$ cat config.mk
export PLATFORM = sky130hd
export DESIGN_NAME = tt3_input_conditioner_flat
export DESIGN_NICKNAME = d
export VERILOG_FILES = /design/src/rtl/tt3_pkg.sv /design/src/rtl/tt3_input_conditioner_if.sv /design/src/rtl/tt3_debounce_chan.sv /design/src/rtl/tt3_input_conditioner.sv /design/src/flat_wrapper.sv
export SDC_FILE = /design/constraint.sdc
export NUM_CORES = 1
export LEC_CHECK = 0
export BUFFER_PORTS_ARGS = -buffer_cell sky130_fd_sc_hd__buf_4
export CAP_MARGIN = 20
export CORE_UTILIZATION = 40
export CTS_CLUSTER_SIZE = 28
export DETAILED_ROUTE_END_ITERATION = 8
export GPL_ROUTABILITY_DRIVEN = 0
export GPL_TIMING_DRIVEN = 0
export PLACE_DENSITY_LB_ADDON = 0.12
export SKIP_LAST_GASP = 1
export SLEW_MARGIN = 5
export SYNTH_ARGS = -nofsm -noshare
export SYNTH_HDL_FRONTEND = slang
export SYNTH_SLANG_ARGS = --single-unit
$ cat constraint.sdc
create_clock -name clk -period 1.5 [get_ports clk]
set_clock_uncertainty 0.15 [all_clocks]
set_input_delay 0.45 -clock clk [delete_from_list [all_inputs] [get_ports clk]]
set_output_delay 0.45 -clock clk [all_outputs]
set_load 0.03 [all_outputs]
$ cat src/rtl/tt3_pkg.sv
// Shared types for the 3-input truth-table blocks and their input conditioner.
package tt3_pkg;

  localparam int IN_W = 3;

  typedef logic [IN_W-1:0] tt3_vec_t;

endpackage

$ cat src/rtl/tt3_input_conditioner_if.sv
// Change-event handshake: the conditioner drives valid/vector, the consumer drives ready.
interface tt3_input_conditioner_if;
  import tt3_pkg::*;

  logic     evt_valid_o;
  tt3_vec_t evt_vec_o;
  logic     evt_ready_i;

  modport master (
    output evt_valid_o,
    output evt_vec_o,
    input  evt_ready_i
  );

  modport slave (
    input  evt_valid_o,
    input  evt_vec_o,
    output evt_ready_i
  );

endinterface

$ cat src/rtl/tt3_debounce_chan.sv
// One input channel: two-flop synchroniser, mismatch-run counter and the accepted stable level.
// o_upd is high in the cycle whose closing edge flips o_stable.
module tt3_debounce_chan #(
  parameter int DEBOUNCE_CYCLES = 4,
  parameter int CNT_W           = 3
) (
  input  logic clk,
  input  logic rst_n,
  input  logic i_pin,
  output logic o_stable,
  output logic o_upd
);

  logic             r_sync1;
  logic             r_sync2;
  logic             r_stable;
  logic [CNT_W-1:0] r_cnt;
  logic             w_diff;
  logic             w_upd;

  assign w_diff   = r_sync2 ^ r_stable;
  assign w_upd    = w_diff && (r_cnt == CNT_W'(DEBOUNCE_CYCLES - 1));
  assign o_stable = r_stable;
  assign o_upd    = w_upd;

  // synchroniser pair, then count consecutive mismatches; any agreeing sample restarts the run
  always_ff @(posedge clk) begin
    if (!rst_n) begin
      r_sync1  <= 1'b0;
      r_sync2  <= 1'b0;
      r_stable <= 1'b0;
      r_cnt    <= {CNT_W{1'b0}};
    end else begin
      r_sync1 <= i_pin;
      r_sync2 <= r_sync1;
      if (w_upd) begin
        r_stable <= r_sync2;
        r_cnt    <= {CNT_W{1'b0}};
      end else if (w_diff) begin
        r_cnt <= r_cnt + CNT_W'(1);
      end else begin
        r_cnt <= {CNT_W{1'b0}};
      end
    end
  end

endmodule

$ cat src/rtl/tt3_input_conditioner.sv
// Debounced 3-pin front end with a single-entry, latest-wins change-event register.
// vec_o = {in1,in2,in3}; the event is loaded on the same edge that updates vec_o.
module tt3_input_conditioner
  import tt3_pkg::*;
#(
  parameter int DEBOUNCE_CYCLES = 4,
  parameter int CNT_W           = 3,
  parameter int EVT_CNT_W       = 16
) (
  input  logic                     clk,
  input  logic                     rst_n,
  input  logic                     in1_i,
  input  logic                     in2_i,
  input  logic                     in3_i,
  output tt3_vec_t                 vec_o,
  tt3_input_conditioner_if.master  evt_if,
  output logic                     overrun_o,
  input  logic                     clr_overrun_i,
  output logic [EVT_CNT_W-1:0]     evt_cnt_o
);

  tt3_vec_t             w_pins;
  tt3_vec_t             w_stable;
  tt3_vec_t             w_upd;
  tt3_vec_t             w_new_vec;
  logic                 w_chg;
  logic                 w_accept;
  logic                 w_ovr_set;

  logic                 r_evt_valid;
  tt3_vec_t             r_evt_vec;
  logic                 r_overrun;
  logic [EVT_CNT_W-1:0] r_evt_cnt;

  assign w_pins = {in1_i, in2_i, in3_i};

  for (genvar g = 0; g < IN_W; g++) begin : g_chan
    tt3_debounce_chan #(
      .DEBOUNCE_CYCLES (DEBOUNCE_CYCLES),
      .CNT_W           (CNT_W)
    ) u_chan (
      .clk      (clk),
      .rst_n    (rst_n),
      .i_pin    (w_pins[g]),
      .o_stable (w_stable[g]),
      .o_upd    (w_upd[g])
    );
  end

  // an updating channel always flips its bit, so the post-edge vector is a simple XOR
  assign w_new_vec = w_stable ^ w_upd;
  assign w_chg     = |w_upd;
  assign w_accept  = r_evt_valid && evt_if.evt_ready_i;
  assign w_ovr_set = w_chg && r_evt_valid && !evt_if.evt_ready_i;

  assign vec_o              = w_stable;
  assign evt_if.evt_valid_o = r_evt_valid;
  assign evt_if.evt_vec_o   = r_evt_vec;
  assign overrun_o          = r_overrun;
  assign evt_cnt_o          = r_evt_cnt;

  // event holding register, sticky overrun (set beats clear) and accepted-event counter
  always_ff @(posedge clk) begin
    if (!rst_n) begin
      r_evt_valid <= 1'b0;
      r_evt_vec   <= {IN_W{1'b0}};
      r_overrun   <= 1'b0;
      r_evt_cnt   <= {EVT_CNT_W{1'b0}};
    end else begin
      if (w_chg) begin
        r_evt_vec   <= w_new_vec;
        r_evt_valid <= 1'b1;
      end else if (w_accept) begin
        r_evt_valid <= 1'b0;
      end
      if (w_ovr_set) begin
        r_overrun <= 1'b1;
      end else if (clr_overrun_i) begin
        r_overrun <= 1'b0;
      end
      if (w_accept) begin
        r_evt_cnt <= r_evt_cnt + EVT_CNT_W'(1);
      end
    end
  end

endmodule

$ cat src/flat_wrapper.sv
// flat-port wrapper written by rule: the top's interface ports become plain ports
module tt3_input_conditioner_flat import tt3_pkg::*;
#(
  parameter int DEBOUNCE_CYCLES = 4,
  parameter int CNT_W           = 3,
  parameter int EVT_CNT_W       = 16
)
  (clk, rst_n, in1_i, in2_i, in3_i, vec_o, overrun_o, clr_overrun_i, evt_cnt_o, evt_if_evt_valid_o, evt_if_evt_vec_o, evt_if_evt_ready_i);
  tt3_input_conditioner_if evt_if_i ();
  input  logic clk;
  input  logic rst_n;
  input  logic in1_i;
  input  logic in2_i;
  input  logic in3_i;
  output tt3_vec_t vec_o;
  output logic overrun_o;
  input  logic clr_overrun_i;
  output logic [EVT_CNT_W-1:0] evt_cnt_o;
  output wire logic [$bits(evt_if_i.evt_valid_o)-1:0] evt_if_evt_valid_o;
  output wire logic [$bits(evt_if_i.evt_vec_o)-1:0] evt_if_evt_vec_o;
  input wire logic [$bits(evt_if_i.evt_ready_i)-1:0] evt_if_evt_ready_i;
  assign evt_if_evt_valid_o = evt_if_i.evt_valid_o;
  assign evt_if_evt_vec_o = evt_if_i.evt_vec_o;
  assign evt_if_i.evt_ready_i = evt_if_evt_ready_i;
  tt3_input_conditioner #(.DEBOUNCE_CYCLES(DEBOUNCE_CYCLES), .CNT_W(CNT_W), .EVT_CNT_W(EVT_CNT_W)) u_core (.clk(clk), .rst_n(rst_n), .in1_i(in1_i), .in2_i(in2_i), .in3_i(in3_i), .vec_o(vec_o), .evt_if(evt_if_i), .overrun_o(overrun_o), .clr_overrun_i(clr_overrun_i), .evt_cnt_o(evt_cnt_o));
endmodule
==> results of run 1 <==
## worst max-delay path, delay by kind of cell (launching register included)
kind                       cells  cell delay (ns)
DFF                            1             0.34
muxes                          1             0.31
adders and majority gates      2             0.31
and+or+nand+nor                1             0.14
AOI/OAI and AO/OA              1             0.21
## cells by family after synthesis
group	count (synthesis)
multiplexers	6
AO/OA/AOI/OAI	8
AND/OR/NAND/NOR	78
XOR/XNOR	15
adder cells (fa/ha/maj)	7
flip-flops	39
buffers and inverters	17
## through the flow
step                hold slack, ns  worst slack [ns]
detailed placement           0.267            -0.240
floorplan                    0.249          -0.00710
finish                       0.212           -0.0623
global placement             0.258            -0.211
global route                 0.210            -0.111
CTS                          0.202            -0.101
## cells in the final DEF, fill, tap and decap left out, drive strengths merged, types with 2 or more instances in the layout
cell / count
xor2: 10
nand2b: 3
buf: 43
clkbuf: 9
clkinvlp: 2
xnor2: 5
nand3b: 4
inv: 10
nor3: 5
nor4: 4
nor2b: 3
dfxtp: 39
and2: 20
nand4: 6
nand2: 13
mux2: 2
a21boi: 2
ha: 7
nand3: 6
mux2i: 4
nor2: 12
## per-layer routing
metal,GRT usage [%],vias up
met3,4.79,8
li1,-,659
met5,0,-
met1,17.5,600
met2,28.2,21
met4,8.51,0
## sequential cells by signal, summed over array words and instances (netlist names)
| name | flops |
|---|---|
| u_core.g_chan.u_chan.r_cnt | 9 |
| u_core.evt_if.evt_vec_o | 3 |
| u_core.g_chan.u_chan.r_sync2 | 3 |
| u_core.evt_if.evt_valid_o | 1 |
| u_core.evt_cnt_o | 16 |
| u_core.g_chan.u_chan.o_stable | 3 |
| u_core.overrun_o | 1 |
| u_core.g_chan.u_chan.r_sync1 | 3 |
## what timing repair did
action,CTS,global route
resized for setup,14,24
cloned,0,1
pin swaps,7,6
endpoints found under the setup margin,15,30
setup buffers,5,7
## final timing paths
kind	start	endpoint	slack, ns
setup / recovery	u_core.g_chan[2].u_chan.r_cnt[0]	u_core.evt_if.evt_vec_o[2]	-0.06
setup reg to reg	u_core.g_chan[2].u_chan.r_cnt[0]	u_core.evt_if.evt_vec_o[2]	-0.06
hold reg to reg	u_core.g_chan[1].u_chan.r_cnt[0]	u_core.g_chan[1].u_chan.r_cnt[0]	0.27
hold / removal	in3_i	u_core.g_chan[0].u_chan.r_sync1	0.21
## final cells by class
class | count | share of cell area [%]
clock inverter | 3 | 0.855
timing repair buffer | 41 | 14.3
inverter | 10 | 1.60
tap | 50 | 2.67
clock buffer | 5 | 2.94
buffer | 6 | 1.66
multi-input combinational | 115 | 40.9
sequential | 39 | 35.1
## power breakdown
group	leakage (uW)	internal [uW]	switching, uW	total (uW)
Clock	0.0000402	323	384	707
Combinational	0.000658	21.4	26.9	48.3
Sequential	0.000327	1030	5.53	1040
Total	0.00103	1370	416	1790
==> results by group, run 1 <==
Min path
  • Hold crit path type: in -> reg
  • Worst Hold Path Cells: 2

Worst setup path
  • Type of origin of the critical path: flop
  • Worst Path Arrival: 1.60 ns
  • Slowest CP cell: dfxtp_2
  • Critical path class: reg -> reg
  • Critical Path RT: between 1.5 and 2 ns
  • Crit Path Max Fanout: 4
  • CP max stage delay: 0.34 ns
  • CP Capture Type: flop
  • Most used cell, CP: ha_4
  • Crit-path cells: ha_4, ha_4, a22oi_2, nand2_2, mux2_4
  • FF-to-FF path depth: 5

Final layout
  • Cell area after layout: 2340 um^2
  • Storage element area: about 820 um^2
  • Final cell count without fillers: about 270
  • Multi-input logic area: 957 um^2
  • Area delta synth->final: 40.5%
  • Fin util: 58.6%
  • Layout cell share with drive strength beyond 1: 41.6%
  • Final nets: 232
  • Fill cells: 366
  • Antenna Cells: 0

Synth
  • Post-synth ARST share: 0%
  • Most numerous cell in the Yosys netlist: dfxtp_1
  • Synth Register Bits: 39
  • Mean Syn Cell Area: 9.80 um^2
  • Synth Area in Simple Gates: 28.1%
  • Mux contribution to synthesized area: 3.75%
  • Main synth FF type: dfxtp_1
  • Top cell type's share of synthesized area: 46.8%
  • Sequential fraction of the synthesis area: ~47%
  • Post-synth EDFFs: 0
  • Post-Synth XOR/XNOR Area: under 10%
  • Syn Std Cell Area: 1670 um^2
  • Cell taking the most area after synthesis: dfxtp_1
  • Synth top area cells: dfxtp_1 47%, and2_1 7.5%, ha_1 5.3%
  • Synthesized Nets: about 180
  • Mapped Cells: between 150 and 200
  • Compound-Gate Fraction of Synth Area: 3.68%
  • Warnings, synthesis: 0
  • Top cells by count, synth: 39 x dfxtp_1, 20 x and2_1, 13 x nand2_1
  • Synth Area in Adders: 5.26%
  • Unique masters post-synth: 32
  • Largest family of logic cells by synthesized area: simple AND/OR/NAND/NOR gates

STA
  • Worst-Margin Slew: 0.390 ns
  • Slew headroom: between 70% and 80%
  • Setup_tns: -0.176 ns
  • Worst Slack Setup Final: -0.0623 ns
  • Period Utilization, post-route: 104%
  • Tmin final: 1.56 ns
  • Setup-failing EPs final: 4
  • Fmax: between 600 and 700 MHz
  • Fin. Hold Viols: 0
  • Unrepaired setup endpoints after global routing: yes
  • Final Max Slew Viols: 0

Route
  • Uppermost layer routed: met4
  • Post-DRT Antenna Nets: 0
  • Routed WL: 3480 um
  • Starting DRT DRC Count: 24
  • Routed wl met3: approximately 120 um
  • Routed len/inst: 12.9 um
  • Drt first pass iters: 4
  • Met1 WL: 1430 um
  • DR vias: 1,288
  • Via density: 4.79
  • DRC viols: 0
  • DR WL met2: roughly 1900 um

Floorplan
  • Top Ports: 31
  • Num rows: 23
  • Area of the core: 4000 um^2
  • Die W: about 67 um
  • Die extent in y: 66.6 um
  • Initial Utilization: about two fifths
  • Die ar.: ~4400 um^2

Global route
  • GRT Overall Usage: 16.2%
  • First-pass GRT wire length: about 5300 um
  • Number of antenna violations at the first check in global routing: 0
  • Pin count of the biggest net entering global routing: 14
  • GRT overflow: 0
  • Vias in the first global route: 1,214

CTS
  • Register clock-pin slew on the reported worst setup and hold paths: 0.08 ns
  • H-tree Lvls: 2
  • CTS Sinks: 39
  • Clock Root Buffer: clkbuf_8
  • CTS Buf Count: 5
  • Cts hold-fix bufs: 0
  • Clock Tree Buf Depth: 2
  • TritonCTS clock tree: done
  • Clk Latency, worst-skew pair: around 0.3 ns

Place
  • Placed Area: roughly 2000 um^2
  • IO Port Bufs: 29
  • Final HPWL DP: 2360 um
  • Placed cells: 249

Power and ir drop
  • Overall Power: 1790 uW
  • IR drop worst, VDD: 0.583 mV
  • PD cells: 765 nW/um^2
  • Leakage power: roughly 0.0010 uW

Outcome
  • Failing checks: negative setup slack
  • Status: finished, violations left

Job
  • Max-Cap Viols: 0
No activity file was read; power rests on OpenSTA's default activity.
==> run 2: changes to the inputs <==
ABC_AREA = 1   (was unset)
==> results by group, run 2 <==
Worst setup path
  • FF-to-FF path depth: 7
  • Worst Path Buf+Inv: 1
  • Slowest CP cell: dfxtp_1
  • FF-to-FF Start: u_core.evt_cnt_o[0]
  • R2r endpoint: u_core.evt_cnt_o[10]
  • Type of origin of the critical path: flop
  • R2r setup slk: roughly 0.080 ns
  • Critical path class: reg -> out
  • Critical Path RT: 0.90 ns
  • Crit path max-delay family: flip-flops
  • Worst Path Arrival: approximately 0.88 ns
  • Crit Path Max Fanout: 6
  • CP max stage delay: around 0.4 ns
  • Crit-path cells: buf_4
  • CP Capture Type: primary output

Route
  • Via density: 4.49
  • Routed len/inst: 9.55 um
  • Drt first pass iters: 4
  • Post-DRT Antenna Nets: 0
  • DRC viols: 0
  • DR vias: 1,438
  • Routed WL: between 3000 and 4000 um
  • Starting DRT DRC Count: 37

Final layout
  • Leading cell type in the layout, fill and taps excluded: nand2_1
  • Layout cell share with drive strength beyond 1: 24.4%
  • Highest-count cells in the layout ignoring fill and taps: 50 x nand2_1, 43 x nor2_1, 36 x inv_1
  • Fill cells: 407
  • Antenna Cells: 0
  • Area delta synth->final: 27.5%
  • Final nets: roughly 280
  • Max reg flops: 16
  • Final cell count without fillers: 320

Synth
  • Mapped Cells: 228
  • Cell taking the most area after synthesis: dfxtp_1
  • Synth top area cells: dfxtp_1 47%, nand2_1 11%, nor2_1 9.7%
  • Synthesized Nets: 242
  • Top cell type's share of synthesized area: 46.9%
  • Sequential fraction of the synthesis area: 46.9%
  • Warnings, synthesis: 0
  • Post-synth EDFFs: 0
  • Top cells by count, synth: 50 x nand2_1, 43 x nor2_1, 39 x dfxtp_1
  • Post-synth ARST share: 0%
  • Main synth FF type: dfxtp_1
  • Mean Syn Cell Area: roughly 7.3 um^2
  • Unique masters post-synth: 20
  • Synth Register Bits: 39
  • Syn Std Cell Area: 1670 um^2
  • Most numerous cell in the Yosys netlist: nand2_1

Min path
  • Worst Hold Path Cells: 3
  • HP Start: in1_i
  • Worst min-delay path endpoint: u_core.g_chan[2].u_chan.r_sync1
  • Hold crit path type: in -> reg

Power and ir drop
  • Leakage power: 0.000947 uW
  • IR drop worst, VDD: 0.635 mV
  • Overall Power: 1780 uW
  • PD cells: 837 nW/um^2

Global route
  • Pin count of the biggest net entering global routing: 12
  • Gr busiest metal: met2
  • Number of antenna violations at the first check in global routing: 0
  • Vias in the first global route: 1,166
  • First-pass GRT wire length: 5020 um
  • M1 GR Usage: 20.5%
  • Grt met3 use: 5.14%
  • GRT overflow: 0
  • GRT Overall Usage: around 15%
  • Met2 Use GR: ~22%

STA
  • Tmin final: 1.48 ns
  • Final Max Slew Viols: 0
  • Fmax: 675 MHz
  • Unrepaired setup endpoints after global routing: yes
  • Slew headroom: 72.6%
  • Worst-Margin Slew: 0.411 ns
  • Fin. Hold Viols: 0
  • Setup-failing EPs final: 0
  • Period Utilization, post-route: 98.7%

Floorplan
  • Initial Utilization: between 40% and 50%
  • Die W: about 67 um
  • Top Ports: 31
  • Area of the core: about 4000 um^2
  • Die ar.: 4430 um^2
  • Die extent in y: 66.5 um
  • Num rows: 23

Job
  • Max-Cap Viols: 0

CTS
  • H-tree Lvls: 2
  • CTS Sinks: 39
  • Clock Tree Buf Depth: 2
  • Clk Latency, worst-skew pair: 0.28 ns
  • TritonCTS clock tree: done
  • CTS Buf Count: 5
  • Clock Root Buffer: clkbuf_8
  • Register clock-pin slew on the reported worst setup and hold paths: 0.07 ns

Place
  • Placed cells: about 300
  • Final HPWL DP: about 2200 um
  • IO Port Bufs: 29

Outcome
  • Status: complete, no violations
==> run 2: per-stage QoR <==
step	hold WS (ns)	setup WS (ns)	area [um^2]	setup TNS [ns]	utilization, %
after floorplan	0.240	0.0157	1670	0	-
after global placement	0.246	-0.0618	1950	-0.298	48.7
after detailed placement	0.247	-0.0723	1950	-0.321	48.7
after CTS	0.179	0.000349	2060	0	51.5
after global routing	0.188	-0.0496	2120	-0.200	53.1
final	0.192	0.0189	2120	0	53.1
==> run 2: power breakdown <==
part | switching (uW) | leakage [uW] | internal, uW
combinational | 32.0 | 0.000585 | 20.4
sequential | 3.55 | 0.000320 | 1040
clock | 350 | 0.0000422 | 326
==> run 2: tightest hold or removal path, cell delays in order <==
cell     delay (ns)
buf_4          0.07
nand2_1        0.04
inv_1          0.04
==> run 2: timing repair <==
| item | CTS | global route |
|---|---|---|
| pin swaps | 0 | 1 |
| endpoints found under the setup margin | 10 | 16 |
| hold buffers | 0 | 0 |
| setup buffers | 2 | 4 |
| gates resized for setup | 7 | 10 |
| endpoints found under the hold margin | 0 | 0 |
| gates cloned | 0 | 0 |
==> run 2: cell type report <==
cell class	instances	area [um^2]	area share, %
tap	50	62.6	2.95
multi-input combinational	146	747	35.2
clock inverter	1	5.00	0.236
buffer	5	28.8	1.36
sequential	39	791	37.2
inverter	37	139	6.54
timing repair buffer	35	274	12.9
clock buffer	7	76.3	3.59
==> run 2: per-layer routing <==
| metal | part of all wire, % | routed length, um | up-vias |
|---|---|---|---|
| li1 | - | - | 787 |
| met1 | 48 | 1480 | 608 |
| met2 | 43 | 1310 | 36 |
| met3 | 6.6 | 203 | 7 |
| met4 | 1.9 | 59 | 0 |
| met5 | 0 | 0 | - |
==> run 2: kinds of logic (layout without fill, tap and decap cells) <==
family,Yosys count,after routing,share of synthesized area [%]
buffers and inverters,43,85,10.5
adders and majority gates,7,7,5.26
and+or+nand+nor,118,118,30.7
AOI/OAI and AO/OA,21,21,6.61
DFF,39,39,46.9
==> run 2: how the worst max path moves through the flow <==
stage                                          start                    endpoint  slack (ns)  depth (start not counted)
floorplan                  u_core.evt_if.evt_valid_o         u_core.evt_cnt_o[8]        0.02                          5
global placement    u_core.g_chan[2].u_chan.r_cnt[0]   u_core.evt_if.evt_valid_o       -0.06                          6
detailed placement  u_core.g_chan[0].u_chan.r_cnt[0]  u_core.evt_if.evt_vec_o[0]       -0.07                          7
CTS                             u_core.evt_cnt_o[10]               evt_cnt_o[10]      0.0003                          1
global route                     u_core.evt_cnt_o[1]         u_core.evt_cnt_o[8]       -0.05                          7
finish                           u_core.evt_cnt_o[8]                evt_cnt_o[8]        0.02                          1
